==> config.mk <==
export PLATFORM = sky130hd
export DESIGN_NAME = decode_stage
export DESIGN_NICKNAME = d
export VERILOG_FILES = /design/src/rtl/decode_pkg.sv /design/src/rtl/decode_stage_core.sv /design/src/rtl/decode_stage.sv
export SDC_FILE = /design/constraint.sdc
export NUM_CORES = 1
export LEC_CHECK = 0
export BUFFER_PORTS_ARGS = -buffer_cell sky130_fd_sc_hd__buf_2
export CORE_MARGIN = 8
export CORE_UTILIZATION = 51
export DETAILED_ROUTE_END_ITERATION = 12
export MAX_ROUTING_LAYER = met4
export PLACE_DENSITY = 0.72
export RECOVER_POWER = 100
export SETUP_SLACK_MARGIN = 0.15
export SLEW_MARGIN = 20
export SYNTH_ARGS = -nofsm -noshare
export SYNTH_HDL_FRONTEND = slang
export SYNTH_HIERARCHICAL = 1
export SYNTH_SLANG_ARGS = --single-unit
==> constraint.sdc <==
create_clock -name clk -period 8.85 [get_ports clk]
set_input_delay 0.4425 -clock clk [delete_from_list [all_inputs] [get_ports clk]]
set_output_delay 0.4425 -clock clk [all_outputs]
set_load 0.01 [all_outputs]
==> src/rtl/decode_pkg.sv <==
// Shared types for the RV32I decode stage: opcodes, ALU op codes, immediate
// formats, the control bundle and the immediate extraction helper.
// Optional feature macro: DECODE_RV32M_EN (adds mul/mulh/mulhsu/mulhu).
package decode_pkg;

    localparam logic [6:0] OP_LUI    = 7'b0110111;
    localparam logic [6:0] OP_AUIPC  = 7'b0010111;
    localparam logic [6:0] OP_JAL    = 7'b1101111;
    localparam logic [6:0] OP_JALR   = 7'b1100111;
    localparam logic [6:0] OP_BRANCH = 7'b1100011;
    localparam logic [6:0] OP_LOAD   = 7'b0000011;
    localparam logic [6:0] OP_STORE  = 7'b0100011;
    localparam logic [6:0] OP_IMM    = 7'b0010011;
    localparam logic [6:0] OP_REG    = 7'b0110011;

    localparam logic [6:0] F7_BASE   = 7'b0000000;
    localparam logic [6:0] F7_ALT    = 7'b0100000;
    localparam logic [6:0] F7_MULDIV = 7'b0000001;

    localparam logic [1:0] IN1_ZERO = 2'd0;
    localparam logic [1:0] IN1_RS1  = 2'd1;
    localparam logic [1:0] IN1_PC   = 2'd2;

`ifdef DECODE_RV32M_EN
    localparam int ALU_OP_W = 5;
`else
    localparam int ALU_OP_W = 4;
`endif

    typedef enum logic [ALU_OP_W-1:0] {
        ALU_ADD  = ALU_OP_W'(4'b0000),
        ALU_SUB  = ALU_OP_W'(4'b0001),
        ALU_XOR  = ALU_OP_W'(4'b0010),
        ALU_SLT  = ALU_OP_W'(4'b0011),
        ALU_SLTU = ALU_OP_W'(4'b0100),
        ALU_SLL  = ALU_OP_W'(4'b0101),
        ALU_SRL  = ALU_OP_W'(4'b0110),
        ALU_SRA  = ALU_OP_W'(4'b0111),
        ALU_OR   = ALU_OP_W'(4'b1000),
`ifdef DECODE_RV32M_EN
        ALU_AND    = ALU_OP_W'(4'b1001),
        ALU_MUL    = 5'b10000,
        ALU_MULH   = 5'b10001,
        ALU_MULHSU = 5'b10010,
        ALU_MULHU  = 5'b10011
`else
        ALU_AND  = ALU_OP_W'(4'b1001)
`endif
    } alu_op_t;

    typedef enum logic [2:0] {
        IMM_I, IMM_S, IMM_B, IMM_U, IMM_J, IMM_NONE
    } imm_sel_t;

    typedef struct packed {
        logic       mem_write;
        logic       reg_write;
        logic [1:0] alu_in1_src;
        logic       alu_in2_src;
        alu_op_t    alu_op;
        logic       mem_to_reg;
        logic       branch;
        logic       jump;
        logic       jump_reg;
        logic       illegal;
    } ctrl_t;

    // 32-bit sign-extended immediate for the selected format; NONE yields 0
    function automatic logic [31:0] imm32(input logic [31:0] i, input imm_sel_t sel);
        case (sel)
            IMM_I:   imm32 = {{20{i[31]}}, i[31:20]};
            IMM_S:   imm32 = {{20{i[31]}}, i[31:25], i[11:7]};
            IMM_B:   imm32 = {{19{i[31]}}, i[31], i[7], i[30:25], i[11:8], 1'b0};
            IMM_U:   imm32 = {i[31:12], 12'b0};
            IMM_J:   imm32 = {{11{i[31]}}, i[31], i[19:12], i[20], i[30:21], 1'b0};
            default: imm32 = '0;
        endcase
    endfunction

endpackage

==> src/rtl/decode_stage_core.sv <==
// Combinational RV32I decoder: instruction word -> control bundle, immediate
// and register indices. Illegal encodings clear all side-effect controls.
// Optional feature macro: DECODE_RV32M_EN.
module decode_core
    import decode_pkg::*;
#(
    parameter int XLEN = 32
) (
    input  logic [31:0]     instr,
    output ctrl_t           ctrl,
    output logic [XLEN-1:0] imm,
    output logic [4:0]      rs1,
    output logic [4:0]      rs2,
    output logic [4:0]      rd
);
    logic [6:0] opc, f7;
    logic [2:0] f3;
    imm_sel_t   sel;
    ctrl_t      c;
    logic       ill;

    assign opc = instr[6:0];
    assign f3  = instr[14:12];
    assign f7  = instr[31:25];
    assign rs1 = instr[19:15];
    assign rs2 = instr[24:20];
    assign rd  = instr[11:7];
    assign imm = XLEN'($signed(imm32(instr, sel)));

    // opcode/funct decode into the control bundle, then mask on illegal
    always_comb begin
        c   = '0;
        sel = IMM_NONE;
        ill = 1'b0;
        c.alu_in1_src = IN1_RS1;
        c.alu_op      = ALU_ADD;
        case (opc)
            OP_LUI:   begin sel = IMM_U; c.reg_write = 1'b1; c.alu_in1_src = IN1_ZERO; end
            OP_AUIPC: begin sel = IMM_U; c.reg_write = 1'b1; c.alu_in1_src = IN1_PC; end
            OP_JAL:   begin sel = IMM_J; c.reg_write = 1'b1; c.alu_in1_src = IN1_PC; c.jump = 1'b1; end
            OP_JALR: begin
                sel = IMM_I; c.reg_write = 1'b1; c.jump = 1'b1; c.jump_reg = 1'b1;
                ill = (f3 != 3'b000);
            end
            OP_BRANCH: begin
                sel = IMM_B; c.branch = 1'b1; c.alu_in2_src = 1'b1; c.alu_op = ALU_SUB;
                ill = (f3 == 3'b010) || (f3 == 3'b011);
            end
            OP_LOAD: begin
                sel = IMM_I; c.reg_write = 1'b1; c.mem_to_reg = 1'b1;
                ill = (f3 == 3'b011) || (f3 == 3'b110) || (f3 == 3'b111);
            end
            OP_STORE: begin
                sel = IMM_S; c.mem_write = 1'b1;
                ill = (f3 > 3'b010);
            end
            OP_IMM: begin
                sel = IMM_I; c.reg_write = 1'b1;
                case (f3)
                    3'b000: c.alu_op = ALU_ADD;
                    3'b010: c.alu_op = ALU_SLT;
                    3'b011: c.alu_op = ALU_SLTU;
                    3'b100: c.alu_op = ALU_XOR;
                    3'b110: c.alu_op = ALU_OR;
                    3'b111: c.alu_op = ALU_AND;
                    3'b001: begin c.alu_op = ALU_SLL; ill = (f7 != F7_BASE); end
                    default: begin
                        c.alu_op = (f7 == F7_ALT) ? ALU_SRA : ALU_SRL;
                        ill = (f7 != F7_BASE) && (f7 != F7_ALT);
                    end
                endcase
            end
            OP_REG: begin
                c.reg_write = 1'b1; c.alu_in2_src = 1'b1;
                if (f7 == F7_BASE) begin
                    case (f3)
                        3'b000:  c.alu_op = ALU_ADD;
                        3'b001:  c.alu_op = ALU_SLL;
                        3'b010:  c.alu_op = ALU_SLT;
                        3'b011:  c.alu_op = ALU_SLTU;
                        3'b100:  c.alu_op = ALU_XOR;
                        3'b101:  c.alu_op = ALU_SRL;
                        3'b110:  c.alu_op = ALU_OR;
                        default: c.alu_op = ALU_AND;
                    endcase
                end else if (f7 == F7_ALT) begin
                    if (f3 == 3'b000)      c.alu_op = ALU_SUB;
                    else if (f3 == 3'b101) c.alu_op = ALU_SRA;
                    else                   ill = 1'b1;
`ifdef DECODE_RV32M_EN
                end else if (f7 == F7_MULDIV) begin
                    case (f3)
                        3'b000:  c.alu_op = ALU_MUL;
                        3'b001:  c.alu_op = ALU_MULH;
                        3'b010:  c.alu_op = ALU_MULHSU;
                        3'b011:  c.alu_op = ALU_MULHU;
                        default: ill = 1'b1;  // div/divu/rem/remu decode as illegal
                    endcase
`endif
                end else begin
                    ill = 1'b1;
                end
            end
            default: ill = 1'b1;
        endcase
        if (instr[1:0] != 2'b11) ill = 1'b1;
        if (ill) begin
            c.reg_write = 1'b0;
            c.mem_write = 1'b0;
            c.branch    = 1'b0;
            c.jump      = 1'b0;
            c.jump_reg  = 1'b0;
        end
        c.illegal = ill;
        ctrl = c;
    end
endmodule

==> src/rtl/decode_stage.sv <==
// Registered RV32I decode stage: decodes the fetch word and buffers decoded
// bundles in a DEPTH-entry FIFO with valid/ready on both sides and flush.
// Optional feature macro: DECODE_RV32M_EN (via decode_pkg / decode_core).
module decode_stage
    import decode_pkg::*;
#(
    parameter int XLEN  = 32,
    parameter int DEPTH = 2
) (
    input  logic            clk,
    input  logic            reset,
    input  logic            flush,
    input  logic            in_valid,
    output logic            in_ready,
    input  logic [31:0]     in_instr,
    input  logic [XLEN-1:0] in_pc,
    output logic            out_valid,
    input  logic            out_ready,
    output logic [XLEN-1:0] out_pc,
    output logic [XLEN-1:0] out_imm,
    output logic [4:0]      out_rs1,
    output logic [4:0]      out_rs2,
    output logic [4:0]      out_rd,
    output ctrl_t           out_ctrl
);
    localparam int PTR_W = $clog2(DEPTH);
    localparam int CNT_W = PTR_W + 1;

    typedef struct packed {
        logic [XLEN-1:0] pc;
        logic [XLEN-1:0] imm;
        logic [4:0]      rs1;
        logic [4:0]      rs2;
        logic [4:0]      rd;
        ctrl_t           ctrl;
    } entry_t;

    entry_t             mem [DEPTH];
    entry_t             dec;
    logic [PTR_W-1:0]   wptr, rptr;
    logic [CNT_W-1:0]   count;
    logic               push, pop;

    decode_core #(.XLEN(XLEN)) u_core (
        .instr (in_instr),
        .ctrl  (dec.ctrl),
        .imm   (dec.imm),
        .rs1   (dec.rs1),
        .rs2   (dec.rs2),
        .rd    (dec.rd)
    );
    assign dec.pc = in_pc;

    // full/empty come straight from the registered count (no pop look-through)
    assign in_ready  = (count != CNT_W'(DEPTH));
    assign out_valid = (count != '0);
    assign push      = in_valid & in_ready & ~flush;
    assign pop       = out_valid & out_ready & ~flush;

    assign out_pc   = mem[rptr].pc;
    assign out_imm  = mem[rptr].imm;
    assign out_rs1  = mem[rptr].rs1;
    assign out_rs2  = mem[rptr].rs2;
    assign out_rd   = mem[rptr].rd;
    assign out_ctrl = mem[rptr].ctrl;

    // FIFO storage, pointers (power-of-two depth wraps naturally) and count
    always_ff @(posedge clk) begin
        if (reset) begin
            count <= '0;
            wptr  <= '0;
            rptr  <= '0;
            for (int i = 0; i < DEPTH; i++) mem[i] <= '0;
        end else if (flush) begin
            count <= '0;
            wptr  <= '0;
            rptr  <= '0;
        end else begin
            if (push) begin
                mem[wptr] <= dec;
                wptr      <= wptr + 1'b1;
            end
            if (pop) rptr <= rptr + 1'b1;
            count <= count + CNT_W'(push) - CNT_W'(pop);
        end
    end
endmodule

# Word-level counts from Yosys, hierarchy flattened
# Memory sizes are Yosys's and may differ from the RTL's. A register that Yosys moved wholly into a read port is not among the register bits.
# Cells that the tools add are included.
# W data, S select, Z words.
# totals
regBits	4
mem_bits_rw	186
n_memories	1
word_cells	96
# mem_list
name	words	word_bits	rd	rd_ports_with_merged_regs	write_ports	line_no	rtl
mem	2	93	1	1	2	decode_stage.sv:38	entry_t mem [DEPTH];
# classes
n_addsub	4
bitwise	5
reduce_logical	20
n_lt_le_gt_ge	1
eq_ne	24
muxes	38
# ops
cell	count
$pmux W32 S5	1
$mux W93	1
$reduce_or A93 Y1	1
$pmux W4 S7	2
$eq A7 B6 Y1 const B	4
$mux W1	23
$eq A7 B7 Y1 const B	3
$eq A3 B3 Y1 const B	5
$pmux W3 S5	1
$eq A7 B5 Y1 const B	2
$eq A3 B2 Y1 const B	4
$mux W4	3
$pmux W4 S3	1
$reduce_or A2 Y1	5
$eq A7 B2 Y1 const B	1
$logic_not A7 Y1	1
$ne A7 B6 Y1 const B	1
$pmux W1 S7	1
$reduce_bool A7 Y1	1
$reduce_or A7 Y1	1
$eq A3 B1 Y1 const B	2
$logic_not A3 Y1	2
$mux W3	2
$reduce_or A3 Y1	2
other kinds (15)	22

# Longest topological paths before layout
# Gate-level depths: netlist of the first run.
# logic_depth
depth_word	9
mapped_depth	8

# Cells and area by module
# The synthesis of the first run kept the hierarchy.
# modules_own_cells
mod	cells_each	area_per_inst_um2	n_inst	seq_area_each_um2
decode_stage	527	8530.7	1	5685.5
decode_core	152	1083.5	1	0.0

# Worst setup path before layout of the first run
# Ideal clock, no wire load.
# synth_path
kind	reg-to-reg
startpoint	register count[0]
endpoint	memory mem[1][0] in the netlist's numbering (enable)
n_path_buf	0
required_ns	8.177
setup_ns	0.673
arrival_time_ns	7.161
path_slack_ns	1.016
stages_incl_launch_ff	4
period_less_slack_ns	7.834
cell_sequence	dfxtp_1 > nand2b_4 > nand3_1 > o21ai_0
# synth_lines
element	line_no	rtl
from (decl)	decode_stage.sv:41	logic [CNT_W-1:0] count;
from (signal assigned)	decode_stage.sv:84	count <= count + CNT_W'(push) - CNT_W'(pop);
to (decl)	decode_stage.sv:38	

==> flow_summary.yaml, run 1 <==
sta:
  drv_slew: 314
  setup_tns_ns: 0
  finClkSkew_ns: 0.00939
  fin_crit_sh_pct: 44.3
  max_freq_mhz: 255
  worst_slew_pin_slew_ns: 3.00
  setup_viol: 0
  finalHoldViolations: 0
  slew_headroom_pct: -100
  final.min_clock_period_ns: 3.92
  rsz0062_at_grt: "false"
synth:
  syn-cell-area_mm2: 0.00961
  synth_seq_area_share_pct: 59.1
  async_flop_share_pct: 0
  syn-num-nets: 750
  yosys_register_bits: 191
  ys_types: 57
  avgSynthCellArea_um2: 14.2
  synthFlopType: "edfxtp_1"
  yosysWarnings: 6
  synth_edf_count: 186
  synthCells: 679
clock_tree:
  cts-buffers-inserted: 17
  cts.hold.buffers_added: 0
  root_buffer: "clkbuf_16"
  cts_max_path_buffers: 2
  clk_latency_ns: 0.43
  clk_pin_slew_ns: 0.07
  cts.sinks: 191
  postCtsSetupRepairBufs: 0
  cts-resized-gates: 0
  htree_levels: 4
  cts_tree: "done"
floorplan:
  initial_core_util_pct: 51.7
  pin_count: 164
  fp.dieArea_mm2: 0.0235
  coreArea_mm2: 0.0186
  die_h_um: 153
  die_x_um: 153
  fp-row-count: 50
setup_path:
  cp.depth: 4
  crit_end: "mem[0][54]$_SDFFCE_PN0P_"
  r2r_end: "mem[0][54]$_SDFFCE_PN0P_"
  worstPathCellList: "nand2b_1 > and4b_1 > clkbuf_1 > and2_2"
  startpoint_type: "flop"
  startpoint: "count[0]$_SDFF_PP0_"
  path_delay_family: "buffers and inverters"
  reg2reg_from: "count[0]$_SDFF_PP0_"
  required_ns: 9.13
  crit_type: "flop to flop"
  crit_fanout: 70
  cp-end-kind: "flop"
  r2r_setup_slack_ns: 4.93
  arrival_ns: 4.20
  slowest_delay_ns: 2.04
  slowest_stage: "clkbuf_1"
  ff2ff_path_depth: 4
  crit_buf_inv: 1
place:
  hpwl_um: 13600
  gp_congestion: 0.847
  port_buffers: 163
drt:
  vias: 5684
  routedWlPerCell_um: 19.7
  routed_via_density: 5.39
  drtIter0Drc: 397
  firstDrtPassIters: 4
  drc_errors: 0
  drt-total-wl_um: 20800
  antenna_left: 0
global_routing:
  grt_max_degree: 94
  grt_first_pass_wirelength_um: 33100
  grt_antenna_before_repair: 0
  grt_pass1_vias: 6238
  grt-ovfl-total: 0
  track_usage_pct: 18.3
power:
  ir_drop_mv: 0.131
  fin_total_pwr_mw: 1.96
  leakage_nw: 4.11
  p_per_area_mw_per_mm2: 185
finish:
  nets: 879
  drive_gt1_share_pct: 30.8
  area_delta_synth_final_pct: 10.5
  antenna_cells: 0
  fill_cells: 1573
  seq_area_mm2: 0.00569
  layout_commonest_cell: "edfxtp_1"
  multi_input_area_mm2: 0.00331
  mostFrequentLayoutCells: "edfxtp_1, clkbuf_1, and2_0"
run_status:
  outcome: "finished, violations left"
  violations: "max-capacitance violations, max-slew violations"
run:
  cap_violations: 6
worst_hold_path:
  whs_path_depth: 2
  hp-class: "primary input to flop"
## cell usage after synthesis (3+ instances only)
library cell	n	area share, %
buf_2	17	0.88
a31oi_1	3	0.20
buf_6	9	1.1
nor4_1	3	0.20
a22o_1	5	0.46
buf_4	16	1.2
nand2_1	9	0.35
a21oi_1	6	0.31
nand3_1	4	0.21
and2_4	60	5.5
inv_1	7	0.27
nor3_1	7	0.36
dfxtp_1	5	1.0
and2_1	136	8.8
o21ai_0	7	0.36
or2_2	3	0.20
mux2_2	93	11
a21o_1	22	1.7
nor2b_1	5	0.33
nand2b_1	6	0.39
clkbuf_1	9	0.35
nor4_4	3	0.66
nor2_1	11	0.43
edfxtp_1	186	58
xor2_1	3	0.27
buf_12	7	1.5
## report_power, final
group	internal [mW]	switching, mW
Sequential	1.04	0.0119
Clock	0.416	0.329
Combinational	0.0617	0.104
Total	1.52	0.445
## worst min-delay path by stage
stage	slack (ns)	startpoint	endpoint
after floorplan	0.47	rptr$_SDFFE_PP0P_	flop
after global placement	0.49	rptr$_SDFFE_PP0P_	rptr$_SDFFE_PP0P_
after detailed placement	0.50	rptr$_SDFFE_PP0P_	flop
after CTS	0.29	in_pc[9]	mem[1][70]$_SDFFCE_PN0P_
after global routing	0.30	in_pc[9]	mem[0][70]$_SDFFCE_PN0P_
final	0.31	in_pc[9]	mem[1][70]$_SDFFCE_PN0P_
## routing by layer
| layer | wire [µm] | share of wire, % | track usage [%] | vias up |
|---|---|---|---|---|
| li1 | - | - | - | 2659 |
| met2 | 10700 | 52 | 31.4 | 147 |
| met5 | 0 | 0 | - | - |
| met4 | 342 | 1.6 | 6.22 | 0 |
| met3 | 891 | 4.3 | 3.69 | 29 |
| met1 | 8830 | 43 | 21.3 | 2849 |
## state kept, by name (all words and copies together), names as in the netlist, named ones only
name	flops
rptr	1
count	2
wptr	1
mem	186
## through the flow
stage / util [%] / instances / instance area (µm²) / hold WS [ns] / setup slack (ns)
after CTS: 58.5 / 1055 / 10900 / 0.287 / 5.88
after global routing: 57.2 / 1055 / 10600 / 0.296 / 4.51
after detailed placement: 55.5 / 1023 / 10300 / 0.504 / 6.03
after global placement: 55.5 / 1023 / 10300 / 0.490 / 6.09
final: 57.2 / 1055 / 10600 / 0.306 / 4.93
after floorplan: - / 679 / 9610 / 0.472 / 1.02
## cell type report
cell class / count / area share [%]
inverters: 7 / 0.247
flip-flops and latches: 191 / 53.5
repair buffers: 168 / 6.94
clock inverters: 13 / 1.30
clock buffers: 19 / 4.07
well taps: 234 / 2.76
multi-input cells: 423 / 31.2
## kinds of logic after synthesis
group / count (synthesis) / synth area share [%]
buffers and inverters: 65 / 5.27
xor gates and xnor gates: 5 / 0.456
AOI/OAI and AO/OA: 61 / 4.79
muxes: 94 / 11.0
DFF: 191 / 59.1
and+or+nand+nor: 261 / 19.0
adders and majority gates: 2 / 0.260
Note: power is estimated with default switching activity, not from simulation.
==> inputs of run 2 (changes only) <==
==> constraint.sdc (replaced) <==
create_clock -name clk -period 3.9 [get_ports clk]
set_input_delay 0.195 -clock clk [delete_from_list [all_inputs] [get_ports clk]]
set_output_delay 0.195 -clock clk [all_outputs]
set_load 0.01 [all_outputs]
==> flow_summary.yaml, run 2 (synthesis gave the netlist of run 1 again) <==
setup_path:
  r2r_setup_slack_ns: 1.00
  path_delay_family: "buffers and inverters"
  reg2reg_from: "count[0]$_SDFF_PP0_"
  required_ns: 3.91
  r2r_end: "mem[1][17]$_SDFFCE_PN0P_"
  crit_buf_inv: 1
  crit_fanout: 36
  worstPathCellList: "nand2b_2 > nand3_1 > o21ai_4 > clkbuf_1"
  slowest_stage: "clkbuf_1"
  crit_type: "flop to flop"
  startpoint_type: "flop"
  startpoint: "count[0]$_SDFF_PP0_"
  arrival_ns: 2.91
  ff2ff_path_depth: 4
  slowest_delay_ns: 1.56
  cp-end-kind: "flop"
finish:
  largest_register: "mem"
  layout_commonest_cell: "edfxtp_1"
  reg_top3: "mem (186), count (2)"
  largest_reg_flops: 186
  fill_cells: 1543
  nets: 882
  area_delta_synth_final_pct: 10.7
  antenna_cells: 0
  drive_gt1_share_pct: 29.9
  mostFrequentLayoutCells: "edfxtp_1, and2_1, mux2_2"
global_routing:
  grt_pass1_vias: 6204
  grt_max_degree: 94
  grt_first_pass_wirelength_um: 32800
  grt-ovfl-total: 0
  grt_antenna_before_repair: 0
  track_usage_pct: 18.2
sta:
  finalHoldViolations: 0
  slew_headroom_pct: -44.0
  drv_slew: 296
  setup_tns_ns: 0
  setup_viol: 0
  finClkSkew_ns: 0.00955
  worst_slew_pin_slew_ns: 2.16
  fin_crit_sh_pct: 74.4
  max_freq_mhz: 345
  rsz0062_at_grt: "false"
  final.min_clock_period_ns: 2.90
clock_tree:
  clk_pin_slew_ns: 0.07
  cts_tree: "done"
  cts-resized-gates: 0
  cts.sinks: 191
  cts-buffers-inserted: 17
  cts.hold.buffers_added: 0
  postCtsSetupRepairBufs: 0
  clk_latency_ns: 0.43
  htree_levels: 4
  cts_max_path_buffers: 2
  root_buffer: "clkbuf_16"
worst_hold_path:
  hold_end: "mem[1][71]$_SDFFCE_PN0P_"
  hp-class: "primary input to flop"
  min_from: "in_pc[10]"
  whs_path_depth: 2
power:
  ir_drop_mv: 0.304
  p_per_area_mw_per_mm2: 417
  leakage_nw: 4.15
  fin_total_pwr_mw: 4.43
drt:
  routed_via_density: 5.34
  drc_errors: 0
  drtIter0Drc: 387
  firstDrtPassIters: 5
  antenna_left: 0
  vias: 5649
  routedWlPerCell_um: 19.5
  drt-total-wl_um: 20600
place:
  hpwl_um: 13800
  gp_congestion: 0.848
  port_buffers: 163
run:
  cap_violations: 5
run_status:
  outcome: "finished, violations left"
  violations: "max-capacitance violations, max-slew violations"
floorplan:
  initial_core_util_pct: 51.7
  pin_count: 164
  fp.dieArea_mm2: 0.0235
  coreArea_mm2: 0.0186
  die_h_um: 153
  fp-row-count: 50
  die_x_um: 153
-- run 2: cell types whose count changed in the layout (fill, tap and decap cells not counted), moves of 2 or more --
| cell | change |
|---|---|
| and2_1 | +34 |
| and2_2 | -23 |
| and2_0 | -12 |
| clkbuf_1 | -5 |
| buf_4 | +4 |
| inv_6 | +4 |
| clkinvlp_4 | -3 |
| inv_8 | +3 |
| bufinv_16 | -2 |
| clkbuf_2 | +2 |
| clkinv_1 | -2 |
| clkinv_8 | +2 |
-- run 2: area by class of cell --
type / count / area, µm² / share of cell area, %
Sequential cell: 191 / 5690 / 53.5
Multi-Input combinational cell: 423 / 3300 / 31.0
Timing Repair Buffer: 171 / 759 / 7.14
Clock buffer: 17 / 425 / 4.00
Tap cell: 234 / 293 / 2.75
Clock inverter: 15 / 145 / 1.36
Inverter: 7 / 26.3 / 0.247
-- run 2: worst max-delay path by stage --
stage | endpoint | slack [ns] | depth (start not counted)
after floorplan | mem[0][0]$_SDFFCE_PN0P_ | -1.43 | 3
after global placement | mem[0][41]$_SDFFCE_PN0P_ | 1.65 | 6
after detailed placement | mem[0][45]$_SDFFCE_PN0P_ | 1.60 | 6
after CTS | out_imm[21] | 1.40 | 3
after global routing | mem[1][72]$_SDFFCE_PN0P_ | 0.73 | 4
final | mem[1][17]$_SDFFCE_PN0P_ | 1.00 | 4
-- run 2: stage by stage --
step	utilization (%)	setup slack, ns	instance area [µm²]	hold WS (ns)	std cells
after floorplan	-	-1.43	9610	0.393	679
after global placement	55.6	1.65	10300	0.480	1026
after detailed placement	55.6	1.60	10300	0.486	1026
after CTS	58.7	1.40	10900	0.0300	1058
after global routing	57.3	0.727	10600	0.0372	1058
final	57.3	1.00	10600	0.0513	1058
-- run 2: worst register-to-register path, stage by stage (launching register included) --
cell and delay (ns):
dfxtp_1 0.36, nand2b_2 0.16, nand3_1 0.20, o21ai_4 0.19, clkbuf_1 1.56
-- run 2: power by group --
| group | internal, mW | switching, mW | total, mW |
|---|---|---|---|
| clock | 0.851 | 0.824 | 1.67 |
| combinational | 0.141 | 0.235 | 0.376 |
| sequential | 2.36 | 0.0267 | 2.38 |
-- run 2: metal layers --
layer / wire [µm] / GRT usage, % / vias to the layer above
li1: - / - / 2679
met3: 972 / 3.95 / 30
met5: 0 / - / -
met4: 454 / 7.30 / 0
met1: 8730 / 21.1 / 2798
met2: 10400 / 30.5 / 142
==> inputs of run 3 (changes only) <==
--- a/config.mk
+++ b/config.mk
@@ -10,7 +10,7 @@
 export CORE_UTILIZATION = 51
 export DETAILED_ROUTE_END_ITERATION = 12
 export MAX_ROUTING_LAYER = met4
-export PLACE_DENSITY = 0.72
+export PLACE_DENSITY = 0.74
 export RECOVER_POWER = 100
 export SETUP_SLACK_MARGIN = 0.15
 export SLEW_MARGIN = 20
==> constraint.sdc (replaced) <==
create_clock -name clk -period 2.4 [get_ports clk]
set_input_delay 0.12 -clock clk [delete_from_list [all_inputs] [get_ports clk]]
set_output_delay 0.12 -clock clk [all_outputs]
set_load 0.01 [all_outputs]
==> flow_summary.yaml, run 3 (synthesis gave the netlist of run 1 again) <==
clock_tree:
  cts.hold.buffers_added: 35
  cts.sinks: 191
  cts-buffers-inserted: 17
  cts-resized-gates: 0
  htree_levels: 4
  clk_latency_ns: 0.43
  clk_pin_slew_ns: 0.07
  postCtsSetupRepairBufs: 0
  root_buffer: "clkbuf_16"
  cts_max_path_buffers: 2
  cts_tree: "done"
setup_path:
  worstPathCellList: "clkbuf_4 > mux2_2 > clkbuf_1"
  slowest_stage: "clkbuf_4"
  r2r_setup_slack_ns: 0.47
  slowest_delay_ns: 0.52
  startpoint_type: "flop"
  reg2reg_from: "count[0]$_SDFF_PP0_"
  required_ns: 2.28
  crit_buf_inv: 2
  crit_type: "flop to output pin"
  r2r_end: "mem[0][34]$_SDFFCE_PN0P_"
  ff2ff_path_depth: 4
  arrival_ns: 1.88
  crit_fanout: 38
  cp-end-kind: "output pin"
  path_delay_family: "buffers and inverters"
place:
  gp_congestion: 0.975
  hpwl_um: 14600
  place_area_mm2: 0.0105
  port_buffers: 163
  preCtsSetupSlack_ns: 0.527
floorplan:
  fp.dieArea_mm2: 0.0235
  initial_core_util_pct: 51.7
  die_x_um: 153
  fp-row-count: 50
  die_h_um: 153
  coreArea_mm2: 0.0186
  pin_count: 164
finish:
  mostFrequentLayoutCells: "edfxtp_1, and2_1, and2_0"
  fin_area_mm2: 0.0111
  drive_gt1_share_pct: 27.8
  layout_commonest_cell: "edfxtp_1"
  reg_top3: "mem (186), count (2)"
  area_delta_synth_final_pct: 15.1
  largest_reg_flops: 186
  largest_register: "mem"
  antenna_cells: 0
  nets: 924
global_routing:
  grt.busiest_layer: "met2"
  grt_max_degree: 66
  grt_first_pass_wirelength_um: 33500
  track_usage_pct: 18.7
  grt_pass1_vias: 6370
  grt-ovfl-total: 0
  globalRouteMet2Util_pct: 31.1
  grt.met1_usage_pct: 22.2
  grt_antenna_before_repair: 0
  gr-usage-met3_pct: 3.89
sta:
  setup_viol: 0
  fin_crit_sh_pct: 83.2
  max_freq_mhz: 501
  rsz0062_at_grt: "false"
  finClkSkew_ns: 0.0114
  drv_slew: 0
  slew_headroom_pct: 49.4
  setup_slack_ns: 0.402
  worst_slew_pin_slew_ns: 0.759
  finalHoldViolations: 0
  whs_ns: 0.0224
  final.min_clock_period_ns: 2.00
power:
  ir_drop_mv: 0.456
  leakage_nw: 4.33
  p_per_area_mw_per_mm2: 648
drt:
  drtIter0Drc: 364
  firstDrtPassIters: 4
  antenna_left: 0
  drc_errors: 0
  drt-total-wl_um: 21400
  vias: 5902
  routed_via_density: 5.37
  routedWlPerCell_um: 19.5
worst_hold_path:
  whs_path_depth: 2
  hp-class: "primary input to flop"
  min_from: "in_instr[17]"
  hold_end: "mem[1][26]$_SDFFCE_PN0P_"
run:
  cap_violations: 0
run_status:
  outcome: "completed"
## run 3: changes by cell type in the layout (fill, tap and decap cells not counted), moves of 4 or more
| cell | before | now |
|---|---|---|
| clkbuf_4 | 0 | 4 |
| and2_2 | 20 | 5 |
| dlygate4sd3_1 | 0 | 35 |
| inv_6 | 6 | 2 |
| and2_1 | 97 | 101 |
| and2_0 | 78 | 86 |
## run 3: worst max-delay path by stage
stage / end / cells past startpoint / start / slack (ns)
finish: out_imm[23] / 3 / flop / 0.40
detailed placement: mem[1][13]$_SDFFCE_PN0P_ / 6 / in_instr[3] / 0.53
floorplan: mem[1][0]$_SDFFCE_PN0P_ / 3 / count[0]$_SDFF_PP0_ / -0.17
global placement: mem[1][13]$_SDFFCE_PN0P_ / 6 / in_instr[3] / 0.56
global route: out_rd[4] / 3 / flop / 0.31
CTS: out_ctrl[3] / 3 / flop / 0.54
## run 3: layout make-up
cell class                      count  area (µm²)
Tap cell                          234         293
Clock inverter                     14         118
Timing Repair Buffer              213        1190
Multi-Input combinational cell    423        3320
Clock buffer                       18         429
Inverter                            7        26.3
Fill cell                        1527        7520
Sequential cell                   191        5690
## run 3: metrics by stage
| step | util (%) | std cells | TNS [ns] | power [mW] |
|---|---|---|---|---|
| after global routing | 59.5 | 1100 | 0 | 7.43 |
| final | 59.5 | 1100 | 0 | 7.17 |
| after global placement | 56.3 | 1033 | 0 | 4.61 |
| after floorplan | - | 679 | -30.41 | 4.36 |
| after detailed placement | 56.3 | 1033 | 0 | 4.63 |
| after CTS | 61.1 | 1100 | 0 | 7.29 |
## run 3: routing by layer
layer	up-vias	routed length (µm)
met5	-	0
met4	0	434
met3	32	1040
met2	193	10900
met1	2918	9110
li1	2759	-
## run 3: where the power goes
group / internal [mW] / switching, mW
logic: 0.274 / 0.405
clock network: 1.43 / 1.19
registers: 3.83 / 0.0411
## run 3: worst register-to-register path, cell delays in order, from the launching register on
cell	delay, ns
dfxtp_1	0.35
nand2b_1	0.22
nand3_4	0.15
o21ai_4	0.16
clkbuf_4	0.65
